## config.mk

```make
export PLATFORM = sky130hd
export DESIGN_NAME = ua_rx
export DESIGN_NICKNAME = d
export VERILOG_FILES = /design/src/rtl/ua_rx.sv
export SDC_FILE = /design/constraint.sdc
export NUM_CORES = 1
export LEC_CHECK = 0
export BUFFER_PORTS_ARGS = -buffer_cell sky130_fd_sc_hd__buf_2
export CORE_MARGIN = 2
export CORE_UTILIZATION = 53
export CTS_CLUSTER_SIZE = 30
export DETAILED_ROUTE_END_ITERATION = 8
export GPL_ROUTABILITY_DRIVEN = 0
export PLACE_DENSITY = 0.75
export SYNTH_ARGS = -nofsm -noshare
export SYNTH_HDL_FRONTEND = slang
export SYNTH_SLANG_ARGS = --single-unit
```

## constraint.sdc

```tcl
create_clock -name clk -period 1.9 [get_ports clk]
set_input_delay 0.19 -clock clk [delete_from_list [all_inputs] [get_ports clk]]
set_output_delay 0.19 -clock clk [all_outputs]
set_load 0.005 [all_outputs]
```

## src/rtl/ua_rx.sv

```systemverilog
// UART 8N1 receiver with selectable baud rate; bytes are packed
// little-endian into 32-bit words for loopback checking.
module ua_rx #(
  parameter int unsigned CLK_HZ      = 50000000,
  parameter int unsigned SYNC_STAGES = 2
) (
  input  logic        clk,
  input  logic        reset,
  input  logic        bit_in,
  input  logic [2:0]  baud_sel,
  input  logic        rx_clear,
  output logic [7:0]  byte_out,
  output logic        byte_valid,
  output logic [31:0] word_out,
  output logic        word_valid,
  output logic        framing_err,
  output logic        UA_RX_busy
);

  localparam int unsigned DIV0 = CLK_HZ / 9600;
  localparam int unsigned DIV1 = CLK_HZ / 19200;
  localparam int unsigned DIV2 = CLK_HZ / 38400;
  localparam int unsigned DIV3 = CLK_HZ / 57600;
  localparam int unsigned DIV4 = CLK_HZ / 115200;
  localparam int unsigned DIV5 = CLK_HZ / 230400;
  localparam int unsigned DIV6 = CLK_HZ / 460800;
  localparam int unsigned DIV7 = CLK_HZ / 921600;
  localparam int unsigned CW   = $clog2(DIV0 + 1);

  localparam logic [1:0] S_IDLE  = 2'd0;
  localparam logic [1:0] S_START = 2'd1;
  localparam logic [1:0] S_DATA  = 2'd2;
  localparam logic [1:0] S_STOP  = 2'd3;

  function automatic logic [CW-1:0] div_of(input logic [2:0] sel);
    case (sel)
      3'd0:    div_of = CW'(DIV0);
      3'd1:    div_of = CW'(DIV1);
      3'd2:    div_of = CW'(DIV2);
      3'd3:    div_of = CW'(DIV3);
      3'd4:    div_of = CW'(DIV4);
      3'd5:    div_of = CW'(DIV5);
      3'd6:    div_of = CW'(DIV6);
      default: div_of = CW'(DIV7);
    endcase
  endfunction

  logic [SYNC_STAGES-1:0] sync;
  logic                   rx_s;
  logic                   rx_q;

  logic [1:0]    state, state_n;
  logic [CW-1:0] cnt, cnt_n;
  logic [CW-1:0] div, div_n;
  logic [2:0]    bit_cnt, bit_cnt_n;
  logic [7:0]    shift, shift_n;
  logic [1:0]    idx, idx_n;
  logic [23:0]   word_buf, word_buf_n;
  logic [7:0]    byte_out_n;
  logic [31:0]   word_out_n;
  logic          byte_valid_n, word_valid_n, framing_err_n;
  logic [CW-1:0] sel_div;

  assign rx_s    = sync[SYNC_STAGES-1];
  assign sel_div = div_of(baud_sel);

  // Next-state and next-output logic
  always_comb begin
    state_n       = state;
    cnt_n         = cnt;
    div_n         = div;
    bit_cnt_n     = bit_cnt;
    shift_n       = shift;
    idx_n         = rx_clear ? 2'd0 : idx;
    word_buf_n    = word_buf;
    byte_out_n    = byte_out;
    word_out_n    = word_out;
    byte_valid_n  = 1'b0;
    word_valid_n  = 1'b0;
    framing_err_n = 1'b0;

    case (state)
      S_IDLE: begin
        // Only a falling edge starts a frame, so a held-low line cannot retrigger
        if (rx_q && !rx_s) begin
          state_n = S_START;
          div_n   = sel_div;
          cnt_n   = CW'((sel_div >> 1) - CW'(1));
        end
      end
      S_START: begin
        if (cnt != '0) begin
          cnt_n = CW'(cnt - CW'(1));
        end else if (rx_s) begin
          state_n = S_IDLE;
        end else begin
          state_n   = S_DATA;
          bit_cnt_n = 3'd0;
          cnt_n     = CW'(div - CW'(1));
        end
      end
      S_DATA: begin
        if (cnt != '0) begin
          cnt_n = CW'(cnt - CW'(1));
        end else begin
          shift_n[bit_cnt] = rx_s;
          cnt_n            = CW'(div - CW'(1));
          bit_cnt_n        = 3'(bit_cnt + 3'd1);
          if (bit_cnt == 3'd7) state_n = S_STOP;
        end
      end
      S_STOP: begin
        if (cnt != '0) begin
          cnt_n = CW'(cnt - CW'(1));
        end else begin
          state_n = S_IDLE;
          if (rx_s) begin
            byte_out_n   = shift;
            byte_valid_n = 1'b1;
            case (idx_n)
              2'd0:    word_buf_n[7:0]   = shift;
              2'd1:    word_buf_n[15:8]  = shift;
              2'd2:    word_buf_n[23:16] = shift;
              default: begin
                word_out_n   = {shift, word_buf};
                word_valid_n = 1'b1;
              end
            endcase
            idx_n = 2'(idx_n + 2'd1);
          end else begin
            framing_err_n = 1'b1;
            idx_n         = 2'd0;
          end
        end
      end
      default: state_n = S_IDLE;
    endcase
  end

  // State, datapath and registered outputs
  always_ff @(posedge clk) begin
    if (!reset) begin
      sync        <= '1;
      rx_q        <= 1'b1;
      state       <= S_IDLE;
      cnt         <= '0;
      div         <= '0;
      bit_cnt     <= '0;
      shift       <= '0;
      idx         <= '0;
      word_buf    <= '0;
      byte_out    <= '0;
      byte_valid  <= 1'b0;
      word_out    <= '0;
      word_valid  <= 1'b0;
      framing_err <= 1'b0;
      UA_RX_busy  <= 1'b0;
    end else begin
      sync        <= {sync[SYNC_STAGES-2:0], bit_in};
      rx_q        <= rx_s;
      state       <= state_n;
      cnt         <= cnt_n;
      div         <= div_n;
      bit_cnt     <= bit_cnt_n;
      shift       <= shift_n;
      idx         <= idx_n;
      word_buf    <= word_buf_n;
      byte_out    <= byte_out_n;
      byte_valid  <= byte_valid_n;
      word_out    <= word_out_n;
      word_valid  <= word_valid_n;
      framing_err <= framing_err_n;
      UA_RX_busy  <= (state_n != S_IDLE);
    end
  end

endmodule
```

; Yosys cells after proc, flatten, opt, wreduce, memory -nomap -nowiden
; Cells that the tools add are included.
[word_totals]
ff_bits = 112
latchBits = 0
mem_bits_rw = 0
romBits = 0
inputBits = 7
wordCells = 96
mem_count = 0
[classes]
addsub = 5
mul = 0
div_mod_pow = 0
order_cmp = 2
eq_ne = 18
shift = 0
mux = 28
bitwise = 5
n_reduce_logical = 21
[op_table]
columns = operator, count
row1 = $pmux 13 s7, 1
row2 = $mux 13, 5
row3 = $pmux 13 s4, 1
row4 = $sub 13x1->13 const B, 2
row5 = $mux 2, 10
row6 = $reduce_and 4->1, 5
row7 = $reduce_bool 13->1, 1
row8 = $sub 12x1->13 const B, 1
row9 = $eq 3x3->1 const B, 4
row10 = $ne 2x2->1 const B, 5
row11 = $mux 3, 3
row12 = $bwmux 8, 1
row13 = $pmux 2 s4, 1
row14 = $eq 2x2->1 const B, 3
row15 = $eq 3x2->1 const B, 2
row16 = $pmux 3 s2, 1
row17 = $reduce_and 3->1, 2
row18 = $reduce_or 3->1, 2
row19 = $not 1->1, 5
row20 = $eq 2x1->1 const B, 2
row21 = $logic_not 2->1, 2
row22 = $lt 3x4->1 const B, 1
row23 = $mux 1, 4
row24 = $reduce_and 2->1, 2
row25 = 11 further kinds, 13

; Longest topological paths before layout
; Gate-level depths: netlist (run 1).
[depth]
depth_word = 5
ltp_mapped = 9
ltp_nobuf = 8

; Least setup slack after synthesis (run 1)
; OpenSTA, ideal clock, no wires.
[synth_timing]
path_type = reg2reg
startpoint = register cnt[0]
endpoint = register cnt[5]
setup_ps = 117
arrival_ps = 1817
required_time_ps = 1783
path_slack_ps = -35
stages_incl_launch_ff = 9
path_cell_list = dfxtp_1 inv_1 ha_1 nor3b_4 nand4_1 o21a_1 and2_0 clkbuf_1 a32o_1
[synth_via]
elab_chain_cells = 3
elab_cells_between_ends = 9
cone_classes = add/sub: 1 / eq/ne: 2 / mux: 4 / reduce/logical: 2
[synth_lines]
columns = element, line
row1 = "start, declared", 53  ; logic [CW-1:0] cnt, cnt_n;
row2 = "start signal, assigned", 162  ; cnt <= cnt_n;
row3 = $sub 13x1->13 / $reduce_bool 13->1 (equally long branches), n/a
row4 = $mux 13 (tied with other cells), 113  ; if (cnt != '0) begin
row5 = $pmux 13 s4 / $reduce_and 3->1 (equally long branches), n/a
; Several ways; a longest one is shown, not always the timed one. The select of a mux whose other input is x is not followed.
; A chain may end at the register's enable or synchronous reset.

; Worst setup path in the final report (run 1)
[layout_timing]
startpoint = register cnt[0]
endpoint = register word_buf[8]
[layout_via]
elab_chain_cells = 3
[layout_lines]
columns = element, line
row1 = $reduce_bool 13->1, 113
row2 = $not 1->1 (no line), n/a
row3 = $reduce_and 4->1 (no line), n/a
row4 = "end signal, assigned", 167  ; word_buf <= word_buf_n;
row5 = "end, declared", 58  ; logic [23:0] word_buf, word_buf_n;
; No other way between the ends.

==> flow_metrics.tcl, run 1 <==
set metrics [dict create \
    clock_latency_ps 390 \
    finalNetCount 753 \
    peakVddDrop_uv 630 \
    switching_share_pct 38.9 \
    syn_nets 677 \
    cp-end-kind "flop" \
    die_y_um 105 \
    cts_root_buf "clkbuf_8" \
    layout_min_cycle_time_ps 1930 \
    slew_headroom_pct 69.0 \
    grt_overflow 0 \
    hp-class "input pin to flop" \
    io_pins 51 \
    syn_to_final_growth_pct 23.4 \
    slew_viol_final 0 \
    firstDrtPassIters 5 \
    comb_power_share_pct 44.3 \
    dp_slack_ps -7.75 \
    fmax_ghz 0.518 \
    synth_area_leaders "dfxtp_1 (41%), nand2_1 (9.9%), a21boi_1 (9.4%)" \
    grt_usage_pct 24.6 \
    final_cell_area_um2 6670 \
    synthArstFlopShare_pct 0 \
    period_share_pct 102 \
    clock-sinks 112 \
    port-buffer-count 50 \
    path_clk_slew_ps 120 \
    dp_hpwl_mm 9.45 \
    cts_tree "done" \
    power.density_nw_per_um2 1100 \
    path_max_fanout 8 \
    wl_mm 14.8 \
    hold_violations 0 \
    grt_pass1_wl_mm 22.2 \
    violations "negative setup slack" \
    yosys_warnings 0 \
    syn_inst 652 \
    synth.distinct_cells 60 \
    grt_max_degree 85 \
    viasPerCell 5.75 \
    placed_area_um2 6080 \
    die_w_um 105 \
    cp_data_required_time_ps 2240 \
    max-clock-path-buffers 2 \
    critPathLaunchType "flop" \
    drive_above_1_share_pct 23.2 \
    die_area_um2 11000 \
    antennaDiodeCount 0 \
    ant_nets 0 \
    cp.arrival_ps 2270 \
    ys_seq_area_share_pct 41.5 \
    syn-cell-area_um2 5410 \
    start_util_pct 55.0 \
    synth_edf_count 0 \
    seqPwrFrac_pct 36.7 \
    coreArea_um2 9820 \
    cts_buffers 9 \
    tightest_slew_ps 464 \
    path_class "flop to flop" \
    rsz0062_at_grt "yes" \
    finalSetupViolCount 15 \
    final.setup_skew_ps 19.2 \
    num_vias 4983 \
    fp-row-count 36 \
    fin_ws_ps -29.3 \
    grt_pass1_vias 4543 \
    wire_per_inst_um 17.1 \
    maxCapViolCount 0 \
    synth_top_area_cell "dfxtp_1" \
    final.fill_count 813 \
    switching_power_w 0.00285 \
    drcViolationCount 0 \
    synth_flop_cell "dfxtp_1" \
    run_status "complete, but fails checks" \
    power_frac_clock_pct 19.0 \
    power_leakage_nw 2.62 \
    p_int_w 0.00449 \
    syn_area_per_cell_um2 8.29 \
    synth_top_area_share_pct 41.5 \
    ys_ff_latch 112 \
    drtIter0Drc 415 \
    antenna_found_initial 0 \
    htree_num_levels 3 \
]
## power groups by stage
| stage | Sequential [W] | Clock [W] | Combinational, W |
|---|---|---|---|
| 5_1_grt | 0.00271 | 0.00148 | 0.00349 |
| 3_3_place_gp | 0.00272 | 0 | 0.00270 |
| 4_1_cts | 0.00268 | 0.00139 | 0.00284 |
| 6_report | 0.00270 | 0.00139 | 0.00325 |
| 3_5_place_dp | 0.00274 | 0 | 0.00278 |
| 2_1_floorplan | 0.00270 | 0 | 0.00173 |
## synth_stat cells (8+ instances only)
master / number
nand2b_1: 12
clkbuf_1: 34
xor2_1: 9
o21ai_0: 22
a21oi_1: 11
nand3_1: 43
buf_2: 9
dfxtp_1: 112
nand2_1: 142
nor2_1: 22
a21boi_1: 68
nor2b_1: 14
xnor2_1: 9
ha_1: 18
inv_1: 15
a21boi_0: 8
## worst max-delay path, stage by stage, from the launching register on
cell and delay, ps:
dfxtp_2 340, inv_2 60, ha_4 130, nor3b_4 230, nand4_1 250, buf_6 220, nor2_4 120, buf_12 140
clkbuf_16 150, nand3_1 80, a21boi_1 160
## cells by family after synthesis
family	share of synthesized area, %
simple gates	24.7
compound gates	21.3
flops	41.5
buf+inv	4.31
xor+xnor	2.92
fa+ha+maj	4.17
mux	1.11
## final timing paths
path                       startpoint  cells past startpoint  slack [ps]                  endpoint
setup / recovery  cnt[0]$_SDFFE_PN0P_                     10         -30  word_buf[8]$_SDFFE_PN0P_
hold / removal                  reset                      3         140       cnt[3]$_SDFFE_PN0P_
setup reg to reg  cnt[0]$_SDFFE_PN0P_                     10         -30  word_buf[8]$_SDFFE_PN0P_
hold reg to reg    sync[0]$_SDFF_PN1_                      1         420        sync[1]$_SDFF_PN1_
## layout make-up
type                            count  area, um2  area share (%)
Timing Repair Buffer              108        905            13.6
Clock inverter                      6       62.6           0.938
Sequential cell                   112       2250            33.7
Multi-Input combinational cell    481       3100            46.5
Inverter                           16       63.8           0.957
Tap cell                          133        166            2.49
Clock buffer                       10        128            1.91
## layer usage
metal  part of all wire, %  global-route usage, %  routed length (um)  up-vias
met5                     0                      0                   0        -
met4                   2.1                   8.19                 317        0
met3                   7.0                   3.74                1040       34
met2                    46                   37.8                6760      197
met1                    45                   35.4                6690     2347
li1                      -                      -                   -     2405
## per-stage QoR
step / hold slack (ps) / total power [W] / std cells / TNS (ps) / util [%]
after floorplan: 291 / 0.00443 / 652 / -6.44 / -
after global placement: 372 / 0.00542 / 837 / 0 / 61.9
final: 140 / 0.00734 / 866 / -206 / 67.9
after detailed placement: 377 / 0.00552 / 837 / -7.75 / 61.9
after global routing: 147 / 0.00768 / 866 / -6010 / 67.9
after CTS: 125 / 0.00691 / 855 / -347 / 64.3
## registers in the layout, indices dropped and copies added, names as in the netlist, 2 cells and up
register  cells
byte_out      8
word_out     32
bit_cnt       3
sync          2
div          13
word_buf     24
shift         8
state         2
idx           2
cnt          13
## what timing repair did
| item | CTS | global route |
|---|---|---|
| hold buffers | 1 | 0 |
| pin swaps | 3 | 52 |
| setup buffers | 0 | 5 |
| cloned | 1 | 6 |
| endpoints found under the setup margin | 2 | 89 |
| hold endpoints to repair | 1 | 0 |
| gates resized for setup | 4 | 47 |
## placed cells by master, fill, tap and decap left out, types with 12 or more instances in the layout
cell type  Yosys  final
ha_1          18     16
a21boi_1      68     66
nand3_1       43     35
buf_2          9     50
inv_1         15     13
o21ai_0       22     21
dfxtp_1      112    109
nor2b_1       14     13
nor2_1        22     21
nand2b_1      12     12
buf_4          0     36
nand2_1      142    135
(Power assumes the default switching activity.)
==> run 2: changes to the inputs <==
--- a/config.mk
+++ b/config.mk
@@ -7,7 +7,7 @@
 export LEC_CHECK = 0
 export BUFFER_PORTS_ARGS = -buffer_cell sky130_fd_sc_hd__buf_2
 export CORE_MARGIN = 2
-export CORE_UTILIZATION = 53
+export CORE_UTILIZATION = 55
 export CTS_CLUSTER_SIZE = 30
 export DETAILED_ROUTE_END_ITERATION = 8
 export GPL_ROUTABILITY_DRIVEN = 0
==> constraint.sdc (replaced) <==
create_clock -name clk -period 1.8 [get_ports clk]
set_input_delay 0.18 -clock clk [delete_from_list [all_inputs] [get_ports clk]]
set_output_delay 0.18 -clock clk [all_outputs]
set_load 0.005 [all_outputs]
==> run 2 against run 1 <==
Against the previous run:
- the flow still finishes with violations (negative setup slack)
- via count grew 2.0%
- power grew 11%
- wire length down 2.7%
- global-route usage is 0.60 points higher
- sequential cell count unchanged
- cell count up 0.81%
- critical path depth shrank 2
- first-iteration DRC count fell by 3.4%
- clock power is 10% higher
- worst setup slack got worse by 71 ps
- register-to-register slack worse by 70 ps
- critical endpoint is now cnt[1]$_SDFFE_PN0P_
- largest power group unchanged
- highest routed layer unchanged
==> flow_metrics.tcl, run 2 (synthesis gave the netlist of run 1 again) <==
set metrics [dict create \
    final_common_cell "nand2_1" \
    cp.arrival_ps 2180 \
    htree_num_levels 3 \
    antennaDiodeCount 0 \
    syn_to_final_growth_pct 26.7 \
    largest_reg_flops 32 \
    num_vias 5084 \
    clock-sinks 112 \
    finalSetupViolCount 40 \
    cp-end-kind "flop" \
    run_status "complete, but fails checks" \
    die_y_um 103 \
    viasPerCell 5.82 \
    fin_setup_tns_ps -753 \
    grt_pass1_wl_mm 21.1 \
    final_core_util_pct 71.1 \
    power_leakage_nw 2.85 \
    port-buffer-count 50 \
    grt_pass1_vias 4400 \
    wl_mm 14.4 \
    clock_latency_ps 380 \
    cts_tree "done" \
    critPathLaunchType "flop" \
    path_max_fanout 4 \
    io_pins 51 \
    slew_viol_final 0 \
    layout_min_cycle_time_ps 1900 \
    hp-class "input pin to flop" \
    largestRegisters "word_out x32, word_buf x24" \
    cp_data_required_time_ps 2080 \
    maxCapViolCount 0 \
    power.density_nw_per_um2 1190 \
    dp_hpwl_mm 9.40 \
    final.setup_skew_ps 13.5 \
    regMostFlops "word_out" \
    drtIter0Drc 401 \
    rsz0062_at_grt "yes" \
    grt_max_degree 63 \
    cts_root_buf "clkbuf_8" \
    wire_per_inst_um 16.5 \
    fp-row-count 36 \
    die_area_um2 10600 \
    cts_buffers 9 \
    finalNetCount 761 \
    most-common-layout-cells "nand2_1 (125), dfxtp_1 (109), a21boi_1 (55)" \
    path_class "flop to flop" \
    violations "negative setup slack" \
    antenna_found_initial 0 \
    grt_usage_pct 25.2 \
    slew_headroom_pct 62.9 \
    drcViolationCount 0 \
    period_share_pct 106 \
    fmax_ghz 0.526 \
    firstDrtPassIters 5 \
    peakVddDrop_uv 689 \
    coreArea_um2 9640 \
    grt_overflow 0 \
    start_util_pct 56.1 \
    drive_above_1_share_pct 27.0 \
    fin_ws_ps -101 \
    path_clk_slew_ps 100 \
    max-clock-path-buffers 2 \
    hold_violations 0 \
    tightest_slew_ps 555 \
    die_w_um 103 \
    ant_nets 0 \
]
-- run 2: changes by cell type in the layout (fill, tap and decap cells not counted), sizes merged --
cell      change
buf           +9
bufinv        +1
clkbuf        -1
clkinv        -1
clkinvlp      -1
-- run 2: timing repair --
| action | CTS | global route |
|---|---|---|
| cloned | 0 | 4 |
| pin swaps | 5 | 27 |
| endpoints found under the setup margin | 56 | 91 |
| resized for setup | 20 | 72 |
| hold buffers | 1 | 0 |
| hold endpoints to repair | 1 | 0 |
| buffers inserted | 1 | 5 |
-- run 2: worst max-delay path, stage by stage (launching register included) --
cell and delay (ps):
dfxtp_2 340, inv_2 60, ha_4 130, nor3b_4 250
and4_4 310, buf_6 120, mux2i_1 70, a221o_1 310
a32o_1 220
-- run 2: per-layer routing --
metal,GRT usage [%],share of wire [%],vias up
li1,-,-,2433
met1,36.0,44,2411
met2,37.9,46,214
met3,5.69,7.8,26
met4,8.30,2.0,0
met5,0,0,-
-- run 2: report_power, final --
part	switching [W]	leakage (nW)	total, W	internal, W
logic	0.00200	1.85	0.00380	0.00180
clock network	0.000877	0.0973	0.00153	0.000653
registers	0.000176	0.907	0.00282	0.00264
-- run 2: cell type report --
| cell class | instances | area (um2) |
|---|---|---|
| Clock buffer | 10 | 128 |
| Timing Repair Buffer | 116 | 926 |
| Fill cell | 747 | 2790 |
| Inverter | 16 | 61.3 |
| Multi-Input combinational cell | 481 | 3260 |
| Tap cell | 133 | 166 |
| Sequential cell | 112 | 2250 |
| Clock inverter | 5 | 65.1 |
-- run 2: worst paths after layout --
path,from,endpoint,slack (ps),cells past startpoint
max reg2reg,cnt[0]$_SDFFE_PN0P_,cnt[1]$_SDFFE_PN0P_,-100,8
min reg2reg,sync[0]$_SDFF_PN1_,sync[1]$_SDFF_PN1_,420,1
min,reset,cnt[8]$_SDFFE_PN0P_,130,3
max,cnt[0]$_SDFFE_PN0P_,cnt[1]$_SDFFE_PN0P_,-100,8
-- run 2: through the flow --
stage | setup WS (ps) | power (W) | cells | hold slack [ps] | instance area, um2
final | -101 | 0.00815 | 873 | 129 | 6850
after global routing | -216 | 0.00856 | 873 | 130 | 6850
after CTS | -23.3 | 0.00751 | 864 | 125 | 6430
after detailed placement | -94.7 | 0.00585 | 847 | 366 | 6170
after global placement | -81.8 | 0.00578 | 847 | 363 | 6170
after floorplan | -106 | 0.00471 | 652 | 281 | 5460
